## src/rtl/fetch_pkg.sv

```systemverilog
// fetch_pkg: shared state encoding and default parameters for the fetch unit
package fetch_pkg;
  typedef enum logic [2:0] {IDLE, FETCH, DRAIN, HOLD, PAUSE} fetch_state_t;
  localparam int ADDR_W_DEF   = 16;
  localparam int INSTR_W_DEF  = 16;
  localparam int PC_STEP_DEF  = 16;
  localparam int RESET_PC_DEF = 0;
  localparam int CNT_W_DEF    = 16;
endpackage

```

## src/rtl/multicycle_fetch_unit_if.sv

```systemverilog
// multicycle_fetch_unit_if: instruction-memory request and downstream instruction handshakes
interface multicycle_fetch_unit_if #(
  parameter int ADDR_W  = 16,
  parameter int INSTR_W = 16
);
  logic               imem_req;
  logic [ADDR_W-1:0]  imem_addr;
  logic               imem_ack;
  logic [INSTR_W-1:0] imem_rdata;
  logic               instr_valid;
  logic               instr_ready;
  logic [INSTR_W-1:0] instr_out;
  logic [ADDR_W-1:0]  instr_pc;
  modport master (
    output imem_req, imem_addr, instr_valid, instr_out, instr_pc,
    input  imem_ack, imem_rdata, instr_ready
  );
  modport slave (
    input  imem_req, imem_addr, instr_valid, instr_out, instr_pc,
    output imem_ack, imem_rdata, instr_ready
  );
endinterface

```

## src/rtl/multicycle_fetch_unit_pc_adder.sv

```systemverilog
// pc_adder: sequential PC successor, wrapping modulo 2^ADDR_W
module pc_adder #(
  parameter int ADDR_W  = 16,
  parameter int PC_STEP = 16
) (
  input  logic [ADDR_W-1:0] pc_i,
  output logic [ADDR_W-1:0] sum_o
);
  assign sum_o = pc_i + ADDR_W'(PC_STEP);
endmodule

```

## src/rtl/multicycle_fetch_unit.sv

```systemverilog
// multicycle_fetch_unit: PC owner, imem req/ack fetch, valid/ready issue, stall and redirect
module multicycle_fetch_unit
  import fetch_pkg::*;
#(
  parameter int ADDR_W   = ADDR_W_DEF,
  parameter int INSTR_W  = INSTR_W_DEF,
  parameter int PC_STEP  = PC_STEP_DEF,
  parameter int RESET_PC = RESET_PC_DEF,
  parameter int CNT_W    = CNT_W_DEF
) (
  input  logic                   clk,
  input  logic                   rst,
  input  logic                   start_i,
  input  logic                   stall_i,
  input  logic                   redirect_valid_i,
  input  logic [ADDR_W-1:0]      redirect_pc_i,
  multicycle_fetch_unit_if.master bus,
  output logic [ADDR_W-1:0]      pc_o,
  output logic [CNT_W-1:0]       fetch_count_o,
  output logic                   busy_o
);
  fetch_state_t       state_q, state_d;
  logic [ADDR_W-1:0]  pc_q, pc_d, ipc_q, ipc_d, tgt_q, tgt_d, pc_next;
  logic [INSTR_W-1:0] instr_q, instr_d;
  logic [CNT_W-1:0]   cnt_q, cnt_d;

  pc_adder #(.ADDR_W(ADDR_W), .PC_STEP(PC_STEP)) u_pc_adder (.pc_i(pc_q), .sum_o(pc_next));

  always_ff @(posedge clk) begin
    if (rst) begin
      state_q <= IDLE;
      pc_q    <= ADDR_W'(RESET_PC);
      ipc_q   <= '0;
      tgt_q   <= '0;
      instr_q <= '0;
      cnt_q   <= '0;
    end else begin
      state_q <= state_d;
      pc_q    <= pc_d;
      ipc_q   <= ipc_d;
      tgt_q   <= tgt_d;
      instr_q <= instr_d;
      cnt_q   <= cnt_d;
    end
  end

  always_comb begin
    state_d = state_q;
    pc_d    = pc_q;
    ipc_d   = ipc_q;
    tgt_d   = tgt_q;
    instr_d = instr_q;
    cnt_d   = cnt_q;
    case (state_q)
      IDLE: begin
        pc_d    = redirect_valid_i ? redirect_pc_i : pc_q;
        state_d = !start_i ? IDLE : stall_i ? PAUSE : FETCH;
      end
      FETCH: begin
        if (bus.imem_ack && redirect_valid_i) pc_d = redirect_pc_i;
        else if (bus.imem_ack) begin
          instr_d = bus.imem_rdata;
          ipc_d   = pc_q;
          state_d = HOLD;
        end else if (redirect_valid_i) begin
          tgt_d   = redirect_pc_i;
          state_d = DRAIN;
        end
      end
      DRAIN: begin
        // The in-flight response belongs to the abandoned path; only its ack matters
        tgt_d = redirect_valid_i ? redirect_pc_i : tgt_q;
        if (bus.imem_ack) begin
          pc_d    = redirect_valid_i ? redirect_pc_i : tgt_q;
          state_d = FETCH;
        end
      end
      HOLD: begin
        if (bus.instr_ready || redirect_valid_i) begin
          cnt_d   = bus.instr_ready ? cnt_q + CNT_W'(1) : cnt_q;
          pc_d    = redirect_valid_i ? redirect_pc_i : pc_next;
          state_d = stall_i ? PAUSE : FETCH;
        end
      end
      PAUSE: begin
        pc_d    = redirect_valid_i ? redirect_pc_i : pc_q;
        state_d = stall_i ? PAUSE : FETCH;
      end
      default: state_d = IDLE;
    endcase
  end

  assign bus.imem_req    = (state_q == FETCH) || (state_q == DRAIN);
  assign bus.imem_addr   = pc_q;
  assign bus.instr_valid = state_q == HOLD;
  assign bus.instr_out   = instr_q;
  assign bus.instr_pc    = ipc_q;
  assign pc_o            = pc_q;
  assign fetch_count_o   = cnt_q;
  assign busy_o          = state_q != IDLE;
endmodule

```

## src/flat_wrapper.sv

```systemverilog
// flat-port wrapper written by rule: the top's interface ports become plain ports
module multicycle_fetch_unit_flat import fetch_pkg::*;
#(
  parameter int ADDR_W   = ADDR_W_DEF,
  parameter int INSTR_W  = INSTR_W_DEF,
  parameter int PC_STEP  = PC_STEP_DEF,
  parameter int RESET_PC = RESET_PC_DEF,
  parameter int CNT_W    = CNT_W_DEF
)
  (clk, rst, start_i, stall_i, redirect_valid_i, redirect_pc_i, pc_o, fetch_count_o, busy_o, bus_imem_req, bus_imem_addr, bus_instr_valid, bus_instr_out, bus_instr_pc, bus_imem_ack, bus_imem_rdata, bus_instr_ready);
  multicycle_fetch_unit_if #(.ADDR_W(ADDR_W), .INSTR_W(INSTR_W)) bus_i ();
  input  logic clk;
  input  logic rst;
  input  logic start_i;
  input  logic stall_i;
  input  logic redirect_valid_i;
  input  logic [ADDR_W-1:0] redirect_pc_i;
  output logic [ADDR_W-1:0] pc_o;
  output logic [CNT_W-1:0] fetch_count_o;
  output logic busy_o;
  output wire logic [$bits(bus_i.imem_req)-1:0] bus_imem_req;
  output wire logic [$bits(bus_i.imem_addr)-1:0] bus_imem_addr;
  output wire logic [$bits(bus_i.instr_valid)-1:0] bus_instr_valid;
  output wire logic [$bits(bus_i.instr_out)-1:0] bus_instr_out;
  output wire logic [$bits(bus_i.instr_pc)-1:0] bus_instr_pc;
  input wire logic [$bits(bus_i.imem_ack)-1:0] bus_imem_ack;
  input wire logic [$bits(bus_i.imem_rdata)-1:0] bus_imem_rdata;
  input wire logic [$bits(bus_i.instr_ready)-1:0] bus_instr_ready;
  assign bus_imem_req = bus_i.imem_req;
  assign bus_imem_addr = bus_i.imem_addr;
  assign bus_instr_valid = bus_i.instr_valid;
  assign bus_instr_out = bus_i.instr_out;
  assign bus_instr_pc = bus_i.instr_pc;
  assign bus_i.imem_ack = bus_imem_ack;
  assign bus_i.imem_rdata = bus_imem_rdata;
  assign bus_i.instr_ready = bus_instr_ready;
  multicycle_fetch_unit #(.ADDR_W(ADDR_W), .INSTR_W(INSTR_W), .PC_STEP(PC_STEP), .RESET_PC(RESET_PC), .CNT_W(CNT_W)) u_core (.clk(clk), .rst(rst), .start_i(start_i), .stall_i(stall_i), .redirect_valid_i(redirect_valid_i), .redirect_pc_i(redirect_pc_i), .bus(bus_i), .pc_o(pc_o), .fetch_count_o(fetch_count_o), .busy_o(busy_o));
endmodule
```

## config.mk

```make
export PLATFORM = sky130hd
export DESIGN_NAME = multicycle_fetch_unit_flat
export DESIGN_NICKNAME = d
export VERILOG_FILES = /design/src/rtl/fetch_pkg.sv /design/src/rtl/multicycle_fetch_unit_if.sv /design/src/rtl/multicycle_fetch_unit_pc_adder.sv /design/src/rtl/multicycle_fetch_unit.sv /design/src/flat_wrapper.sv
export SDC_FILE = /design/constraint.sdc
export NUM_CORES = 1
export LEC_CHECK = 0
export CORE_UTILIZATION = 48
export CTS_BUF_LIST = sky130_fd_sc_hd__clkbuf_2 sky130_fd_sc_hd__clkbuf_4 sky130_fd_sc_hd__clkbuf_8
export CTS_CLUSTER_SIZE = 14
export DETAILED_ROUTE_END_ITERATION = 12
export HOLD_SLACK_MARGIN = 0.02
export PLACE_DENSITY = 0.82
export SYNTH_ARGS = -nofsm -noshare
export SYNTH_HDL_FRONTEND = slang
export SYNTH_SLANG_ARGS = --single-unit
```

## constraint.sdc

```tcl
create_clock -name clk -period 2 [get_ports clk]
set_clock_uncertainty 0.05 [all_clocks]
set_input_delay 0.4 -clock clk [delete_from_list [all_inputs] [get_ports clk]]
set_output_delay 0.4 -clock clk [all_outputs]
set_load 0.01 [all_outputs]
```

* After elaboration in Yosys (flattened, before gate mapping) *
Cells that the tools add are included.
W data, S select, Z words.

word-level totals
  flip-flop bits (word level) = 83
  input bits = 39
  output and inout port bits = 83
  word-level logic and storage cells = 51

operators by class
  add/sub/neg operators = 2
  equality and inequality tests = 11
  multiplexer cells = 18
  bitwise gates (word level) = 1
  reduce and logical (&&, ||, !) cells = 13

operators by type and width
  cell                     count
  $mux W16                 8
  $pmux W16 S4             1
  $pmux W16 S2             1
  $mux W3                  7
  $add A16 B1 Y16 const B  1
  $add A16 B5 Y16 const B  1
  $pmux W3 S5              1
  $reduce_and A3 Y1        3
  $eq A3 B2 Y1 const B     2
  $ne A2 B1 Y1 const B     3
  $ne A2 B2 Y1 const B     3
  $reduce_and A5 Y1        1
  $reduce_and A4 Y1        1
  $reduce_bool A4 Y1       1
  $eq A3 B1 Y1 const B     1
  $eq A3 B3 Y1 const B     1
  $logic_not A3 Y1         1
  $ne A3 B3 Y1 const B     1
  $reduce_bool A3 Y1       1
  $logic_or A1 B1 Y1       2
  $reduce_bool A2 Y1       1
  $reduce_or A2 Y1         1
  $logic_and A1 B1 Y1      1
  $not A1 Y1               1

* Longest topological paths before layout *
Gate-level depths: netlist of the first run.

  depth after elaboration = 4
  mapped depth = 8

* Hierarchy *
A second synthesis of the first run with hierarchy kept.

second synthesis, totals
  cells, all modules = 474
  area, all modules = 4,051.4 µm²

by module, submodules not included
  module                 instances  cells each  area an instance (µm²)  sequential area each (µm²)
  multicycle_fetch_unit  1          441         3,822.4                 1,661.6
  pc_adder               1          33          229.0                   0.0

* Worst setup path after synthesis of the first run *
OpenSTA, ideal clock, no wires.

  path type = in2reg
  start = input port redirect_valid_i
  end = register u_core.pc_q[13] (netlist: u_core.bus.imem_addr[13])
  setup time = 0.131 ns
  arrival = 1.368 ns
  required time = 1.819 ns
  setup slack = 0.451 ns
  cell stages on the path = 6
  buffers on the path = 2
  cell sequence = or3b_1 -> buf_2 -> buf_2 -> a21oi_1 -> o31a_1 -> o32ai_1

on the way
  word-level cells in the longest chain between the ends = 3

ends and longest elaborated chain
  what                                               RTL line                     RTL
  start, declared                                    flat_wrapper.sv:16           input logic redirect_valid_i;
  $mux W16 (tied with other cells)                   multicycle_fetch_unit.sv:81  pc_d = redirect_valid_i ? redirect_pc_i : pc_next;
  $mux W16 (tied with other cells)                   multicycle_fetch_unit.sv:79  if (bus.instr_ready || redirect_valid_i) begin
  $pmux W16 S4 or $reduce_and A5 Y1 (tied branches)  --
  end signal, assigned                               multicycle_fetch_unit.sv:32  pc_q <= ADDR_W'(RESET_PC);
  end signal, assigned                               multicycle_fetch_unit.sv:39  pc_q <= pc_d;
  end, declared                                      multicycle_fetch_unit.sv:23  logic [ADDR_W-1:0] pc_q, pc_d, ipc_q, ipc_d, tgt_q, tgt_d, pc_next;

Parallel ways exist; a longest one is shown, timed or not. The select of a mux whose other input is x is not followed.
A chain may end at the register's enable or synchronous reset.

* Worst setup path in the final report of the first run *
  start = register u_core.pc_q[12] (netlist: u_core.bus.imem_addr[12])
  end = output port bus_imem_addr[12]

RTL lines
  what           RTL line            RTL
  end, declared  flat_wrapper.sv:22  output wire logic [$bits(bus_i.imem_addr)-1:0] bus_imem_addr;

No word-level cell between the ends.

==> results_dict.tcl, run 1 <==
set metrics [dict create \
    grt_setup_unrepaired "false" \
    cts_buffer_depth 2 \
    n_antenna_cell 0 \
    core_area_um2 7807 \
    status "finished clean" \
    ys_seq_area_frac 0.4251 \
    dr.pass1.iters 4 \
    whs_ns 0.3916 \
    crit_chain "clkdlybuf4s50_1" \
    fin_crit_sh 0.9634 \
    finalHoldViolations 0 \
    clk_latency_ns 0.35 \
    grt_antenna_before_repair 0 \
    nets 622 \
    p_leak_nw 2.028 \
    drtAntennaViolNets 0 \
    cts_tree "built" \
    hpwl_um 7652 \
    synth-edff-count 0 \
    drt-initial-drc-count 180 \
    crit_family "buffers and inverters" \
    final_util 0.6989 \
    syn_area_um2 3909 \
    track_usage 0.2540 \
    async_flop_share 0 \
    crit_path_end_kind "primary output" \
    dieArea_um2 8508 \
    critPathKind "flop to primary output" \
    start_util 0.5006 \
    max_stage_delay_ns 0.62 \
    die_h_um 92.24 \
    wl_per_cell_um 15.34 \
    stdcell_count 687 \
    max_freq_mhz 519.0 \
    post-place-cells 672 \
    cts_hold_buf 0 \
    htreeDepth 3 \
    mostFrequentLayoutCell "clkdlybuf4s50_1" \
    final_cell_mix "clkdlybuf4s50_1 (117), nand2_1 (82), dfxtp_1 (80), a21oi_1 (57), nor2_1 (45)" \
    synth_flop_cell "dfxtp_1" \
    yosysWarnings 0 \
    worst_pin_slew_ns 0.3807 \
    syn_inst 468 \
    fp.dieW_um 92.24 \
    powerDensity_nw_per_um2 705.2 \
    cts-root-buf "clkbuf_8" \
    overflow 0 \
    portBuffers 121 \
    min_period_ns 1.927 \
    grt_pass1_wl_um 17220 \
    pin_count 122 \
    drt-total-wl_um 10540 \
    worstPathArrival_ns 1.48 \
    maxCapViolCount 0 \
    cts-resized-gates 7 \
    maxSlewViolCount 0 \
    areaGrowthSynthToFinish_pct 39.60 \
    dr_total_vias 3712 \
    ys_ff_latch 83 \
    post_cts_buffers 0 \
    clkSinkCount 83 \
    worstPathBufferInverterCount 1 \
    num_rows 32 \
    peakVddDrop_uv 538.9 \
    place.gp.congestion 0.8439 \
    dpl_worst_slack_ns -0.1215 \
    synth_cell_type_count 53 \
    viasPerCell 5.403 \
    crit_slowest_cell "clkdlybuf4s50_1" \
    cts_buffers 9 \
    synth_nets 509 \
    worst_slew_margin_rel 0.7462 \
    grt_pass1_vias 3577 \
    grt_max_degree 33 \
    min_path_type "primary input to flop" \
    required_ns 1.55 \
    cp-start-kind "flop" \
    drc 0 \
    postSynthAreaPerCell_um2 8.352 \
    drive_gt1_frac 0.1111 \
    cp_max_fo 7 \
    timing.final.ws_setup_ns 0.07320 \
    setup_viol 0 \
    clkTransAtPathRegs_ns 0.08 \
]
==> Yosys cell counts, drive strengths merged, types with 7 or more instances <==
cell type,number,share of area
dfxtp,83,0.43
nand2,82,0.079
a21oi,57,0.073
nor2,46,0.045
buf,32,0.056
mux2i,17,0.044
clkbuf,16,0.015
nor3b,11,0.026
a211oi,10,0.020
nand3,10,0.013
xor2,10,0.022
xnor2,9,0.020
nand2b,8,0.013
o21ai,8,0.010
nor3,7,0.013
==> sequential cells by signal, summed over array words and instances (netlist names) <==
name and cells:
u_core.bus.imem_addr 16, u_core.bus.instr_pc 16, u_core.tgt_q 16, u_core.state_q 3, u_core.fetch_count_o 16, u_core.bus.instr_out 16
==> path summary, 6_finish.rpt <==
| kind | startpoint | to | slack [ns] | cells after the start |
|---|---|---|---|---|
| max | u_core.bus.imem_addr[12] | bus_imem_addr[12] | 0.07 | 1 |
| max reg2reg | u_core.state_q[0] | u_core.bus.imem_addr[0] | 0.21 | 6 |
| min reg2reg | u_core.bus.instr_out[15] | u_core.bus.instr_out[15] | 0.41 | 2 |
| min | rst | u_core.tgt_q[13] | 0.39 | 2 |
==> power by group <==
group	internal [mW]	total (mW)	switching, mW	leakage [nW]
clock	0.745	1.34	0.600	0.105
combinational	0.377	0.699	0.322	1.25
sequential	1.72	1.80	0.0864	0.675
==> layer usage <==
metal  vias up  wire [um]  global-route usage
met5         -          0                   0
met3         4        537             0.03897
met1      1764       4579              0.3078
li1       1821          -                   -
met2       123       5388              0.4552
met4         0         29             0.08594
==> layout make-up <==
cell class	count	area, um^2
clock buffers	11	145.1
flip-flops and latches	83	1665
repair buffers	150	1470
well taps	102	127.6
clock inverters	4	75.07
inverters	6	22.52
fillers	631	2351
multi-input cells	331	1951
==> cells by family after synthesis <==
| family | after synthesis | synth area share |
|---|---|---|
| simple gates | 191 | 0.2420 |
| compound gates | 102 | 0.1629 |
| flops | 83 | 0.4251 |
| buf+inv | 54 | 0.07746 |
| xor+xnor | 19 | 0.04257 |
| mux | 17 | 0.04353 |
| fa+ha+maj | 2 | 0.006401 |
==> through the flow <==
step | instance area (um^2) | setup TNS, ns | power [mW]
after global routing | 5456 | 0 | 4.005
after detailed placement | 5235 | -0.8160 | 2.545
after global placement | 5235 | -0.06896 | 2.523
final | 5456 | 0 | 3.848
after floorplan | 3909 | 0 | 2.191
after CTS | 5456 | 0 | 3.866
(Power assumes the default switching activity.)
==> inputs of run 2 (changes only) <==
REMOVE_ABC_BUFFERS = 1   (was unset)
==> run 2 against run 1 <==
Net effect: combinational power grew 2%; register-to-register slack is essentially flat; sequential share of layout area shrank 0.072 points; non-clock buffer count grew 3; global-route usage shrank 0.84 points; cell area grew 0.69%; critical path type unchanged; largest cell class unchanged.
==> results_dict.tcl, run 2 (same netlist as run 1, synthesis figures left out) <==
set metrics [dict create \
    status "finished clean" \
    stdcell_area_um2 5494 \
    final_cell_mix "clkdlybuf4s50_1 (117), nand2_1 (82), dfxtp_1 (80), a21oi_1 (57), nor2_1 (45)" \
    whs_ns 0.4075 \
    min_path_type "flop to flop" \
    drc 0 \
    dr_wl_met3_um 577 \
    required_ns 1.55 \
    place.gp.congestion 0.8389 \
    cts_buffer_depth 2 \
    setup_viol 0 \
    die_h_um 92.24 \
    htreeDepth 3 \
    dieArea_um2 8508 \
    min_period_ns 1.932 \
    mostFrequentLayoutCell "clkdlybuf4s50_1" \
    cp.depth 1 \
    hold_end "u_core.bus.instr_out[5]" \
    hpwl_um 7346 \
    worstPathArrival_ns 1.48 \
    worstPathBufferInverterCount 1 \
    n_antenna_cell 0 \
    clk_latency_ns 0.36 \
    clkSinkCount 83 \
    crit_slowest_cell "clkdlybuf4s50_1" \
    met2_length_um 5003 \
    stdcell_count 691 \
    grt_antenna_before_repair 0 \
    drtAntennaViolNets 0 \
    dr_total_vias 3717 \
    drive_gt1_frac 0.1154 \
    regToRegSetupSlack_ns 0.21 \
    peakVddDrop_uv 453.6 \
    wl_per_cell_um 14.88 \
    clkTransAtPathRegs_ns 0.08 \
    cp_max_fo 9 \
    num_rows 32 \
    critPathLaunch "u_core.bus.imem_addr[4]" \
    start_util 0.5006 \
    drt-total-wl_um 10280 \
    max_freq_mhz 517.6 \
    grt_max_degree 34 \
    rr_endpoint "u_core.bus.imem_addr[0]" \
    cts_buffers 9 \
    maxSlewViolCount 0 \
    cts_tree "built" \
    p_leak_nw 2.067 \
    max_stage_delay_ns 0.61 \
    track_usage 0.2456 \
    viasPerCell 5.379 \
    worst_slew_margin_rel 0.6704 \
    post-place-cells 675 \
    areaGrowthSynthToFinish_pct 40.56 \
    routed.top_layer "met4" \
    drt-initial-drc-count 209 \
    maxCapViolCount 0 \
    core_area_um2 7807 \
    reg2reg_depth 6 \
    cp-start-kind "flop" \
    wl_met1_um 4486 \
    critPathKind "flop to primary output" \
    hold_depth 2 \
    dr.pass1.iters 4 \
    overflow 0 \
    nets 625 \
    hold_start "u_core.bus.instr_out[5]" \
    portBuffers 121 \
    pin_count 122 \
    tns_ns 0 \
    post_cts_buffers 0 \
    fp.dieW_um 92.24 \
    finalHoldViolations 0 \
    timing.rr.start "u_core.state_q[0]" \
    grt_pass1_vias 3519 \
    crit_family "buffers and inverters" \
    dpl_cell_area_um2 5258 \
    grt_setup_unrepaired "false" \
    grt_pass1_wl_um 16680 \
    crit_chain "clkdlybuf4s50_1" \
    worst_pin_slew_ns 0.4944 \
    fin_crit_sh 0.9659 \
    crit_path_end_kind "primary output" \
    power_mw 3.874 \
    powerDensity_nw_per_um2 705.2 \
    cts-root-buf "clkbuf_8" \
]
run 2: power by group:
part | total (mW) | switching (mW) | internal, mW | leakage, nW
registers | 1.79 | 0.0780 | 1.72 | 0.676
logic | 0.712 | 0.330 | 0.381 | 1.27
clock network | 1.37 | 0.629 | 0.740 | 0.117
total | 3.87 | 1.04 | 2.84 | 2.07
run 2: layout make-up:
type	instances	area (um^2)
Fill cell	627	2313
Multi-Input combinational cell	331	1949
Sequential cell	83	1673
Timing Repair Buffer	153	1496
Clock buffer	10	137.6
Tap cell	102	127.6
Clock inverter	6	87.58
Inverter	6	22.52
run 2: tightest hold or removal path, stage by stage (launching register included):
cell     delay, ns
dfxtp_1       0.32
nand2_1       0.05
a21oi_1       0.05
run 2: worst max path at each step:
| stage | to |
|---|---|
| floorplan | u_core.bus.instr_out[0] |
| global placement | u_core.bus.imem_addr[3] |
| detailed placement | u_core.bus.imem_addr[0] |
| CTS | bus_instr_valid |
| global route | u_core.bus.imem_addr[0] |
| finish | pc_o[4] |
run 2: what timing repair did:
action,CTS,global route
endpoints found under the setup margin,3,1
hold buffers,0,0
resized for setup,6,3
run 2: metrics by stage:
step,worst slack (ns),util
floorplan,-1.016,-
global placement,-0.09005,0.6734
detailed placement,-0.2400,0.6734
CTS,0.002377,0.7027
global route,0.007405,0.7037
finish,0.06818,0.7037
run 2: per-layer routing:
layer	global-route usage	up-vias
li1	-	1830
met1	0.3082	1759
met2	0.4123	112
met5	0	-
met4	0.1094	0
met3	0.04063	16
==> inputs of run 3 (changes only) <==
CORE_UTILIZATION = 30   (was 48)
PLACE_DENSITY = unset   (was 0.82)
==> run 3 against run 2 <==
Net effect: hold slack got worse by 0.0013 ns; fmax is 0.81% higher; combinational power decreased by 1%; register-to-register slack worse by 0.04 ns; count of clock-buffer cells in the layout rose by 4; first-iteration DRC count shrank 7.2%; die area rose by 59%.
==> results_dict.tcl, run 3 (same netlist as run 1, synthesis figures left out) <==
set metrics [dict create \
    cts_tree "built" \
    portBuffers 121 \
    crit_family "buffers and inverters" \
    max_freq_mhz 521.9 \
    power_mw 3.666 \
    timing.final.ws_setup_ns 0.08375 \
    maxSlewViolCount 0 \
    powerDensity_nw_per_um2 663.8 \
    crit_path_end_kind "primary output" \
    clk_latency_ns 0.36 \
    peakVddDrop_uv 233.0 \
    maxCapViolCount 0 \
    die_h_um 116.1 \
    grt_antenna_before_repair 0 \
    cp-start-kind "flop" \
    required_ns 1.55 \
    fp.dieW_um 116.1 \
    drtAntennaViolNets 0 \
    finalHoldViolations 0 \
    fin_crit_sh 0.9581 \
    clkSinkCount 83 \
    p_leak_nw 2.028 \
    cts_buffers 9 \
    drc 0 \
    dieArea_um2 13490 \
    crit_slowest_cell "clkdlybuf4s50_1" \
    hpwl_um 7650 \
    n_antenna_cell 0 \
    dr.pass1.iters 4 \
    htreeDepth 3 \
    grt_pass1_vias 3418 \
    crit_chain "clkdlybuf4s50_1" \
    drt-initial-drc-count 194 \
    num_rows 41 \
    start_util 0.3085 \
    drive_gt1_frac 0.1160 \
    place.gp.congestion 0.7564 \
    clkTransAtPathRegs_ns 0.08 \
    setup_viol 0 \
    areaGrowthSynthToFinish_pct 41.29 \
    drt-total-wl_um 10690 \
    track_usage 0.1627 \
    cp_max_fo 8 \
    grt_max_degree 33 \
    dr_total_vias 3654 \
    cts-root-buf "clkbuf_8" \
    min_period_ns 1.916 \
    grt_setup_unrepaired "false" \
    cts_hold_buf 0 \
    viasPerCell 4.821 \
    max_stage_delay_ns 0.60 \
    critPathKind "flop to primary output" \
    pin_count 122 \
    overflow 0 \
    core_area_um2 12670 \
    worst_pin_slew_ns 0.4332 \
    worst_slew_margin_rel 0.7112 \
    final_cell_mix "clkdlybuf4s50_1 (117), nand2_1 (81), dfxtp_1 (79), a21oi_1 (57), nor2_1 (45)" \
    min_path_type "flop to flop" \
    mostFrequentLayoutCell "clkdlybuf4s50_1" \
    grt_pass1_wl_um 16930 \
    dpl_worst_slack_ns -0.2932 \
    whs_ns 0.4061 \
    worstPathBufferInverterCount 1 \
    nets 622 \
    wl_per_cell_um 14.10 \
    status "finished clean" \
    cts_buffer_depth 2 \
    worstPathArrival_ns 1.47 \
]
==> run 3: power by group <==
group	total [mW]	switching (mW)	internal [mW]	leakage (nW)
logic	0.705	0.326	0.379	1.25
clock network	1.16	0.603	0.559	0.101
registers	1.80	0.0813	1.72	0.676
==> run 3: routing by layer <==
metal	routed length [um]	track usage
met4	205	0.06838
met5	0	0
met1	4995	0.2108
met2	4940	0.2647
met3	550	0.03166
==> run 3: final cells by class <==
cell class                 count  area, um^2
clock buffer                  14       173.9
inverter                       6       22.52
clock inverter                 2       10.01
fill                        1296        7148
sequential                    83        1669
timing repair buffer         150        1470
tap                          172       215.2
multi-input combinational    331        1962
==> run 3: path summary, 6_finish.rpt <==
kind,startpoint,endpoint,slack (ns),cells after the start
setup reg to reg,u_core.state_q[0],u_core.bus.imem_addr[14],0.17,7
hold reg to reg,u_core.bus.instr_pc[13],u_core.bus.instr_pc[13],0.41,2
hold / removal,u_core.bus.instr_pc[13],u_core.bus.instr_pc[13],0.41,2
setup / recovery,u_core.bus.imem_addr[5],bus_imem_addr[5],0.08,1
==> run 3: metrics by stage <==
step           setup TNS, ns  utilization  cells  cell area, um^2
6_report                   0       0.4359    758             5523
5_1_grt                    0       0.4359    758             5523
4_1_cts                    0       0.4349    758             5510
3_5_place_dp          -5.967       0.4201    742             5323
3_3_place_gp          -2.436       0.4201    742             5323
2_1_floorplan         -36.53            -    420             3628
==> run 3: timing repair <==
item / in CTS / in global routing
endpoints found under the hold margin: 0 / 0
pin swaps: 0 / 1
resized for setup: 8 / 4
buffers inserted: 0 / 0
endpoints found under the setup margin: 3 / 5
==> run 3: worst min-delay path, delay by kind of cell, from the launching register on <==
family / cells / cell delay (ns)
flops: 1 / 0.31
simple gates: 1 / 0.05
compound gates: 1 / 0.05
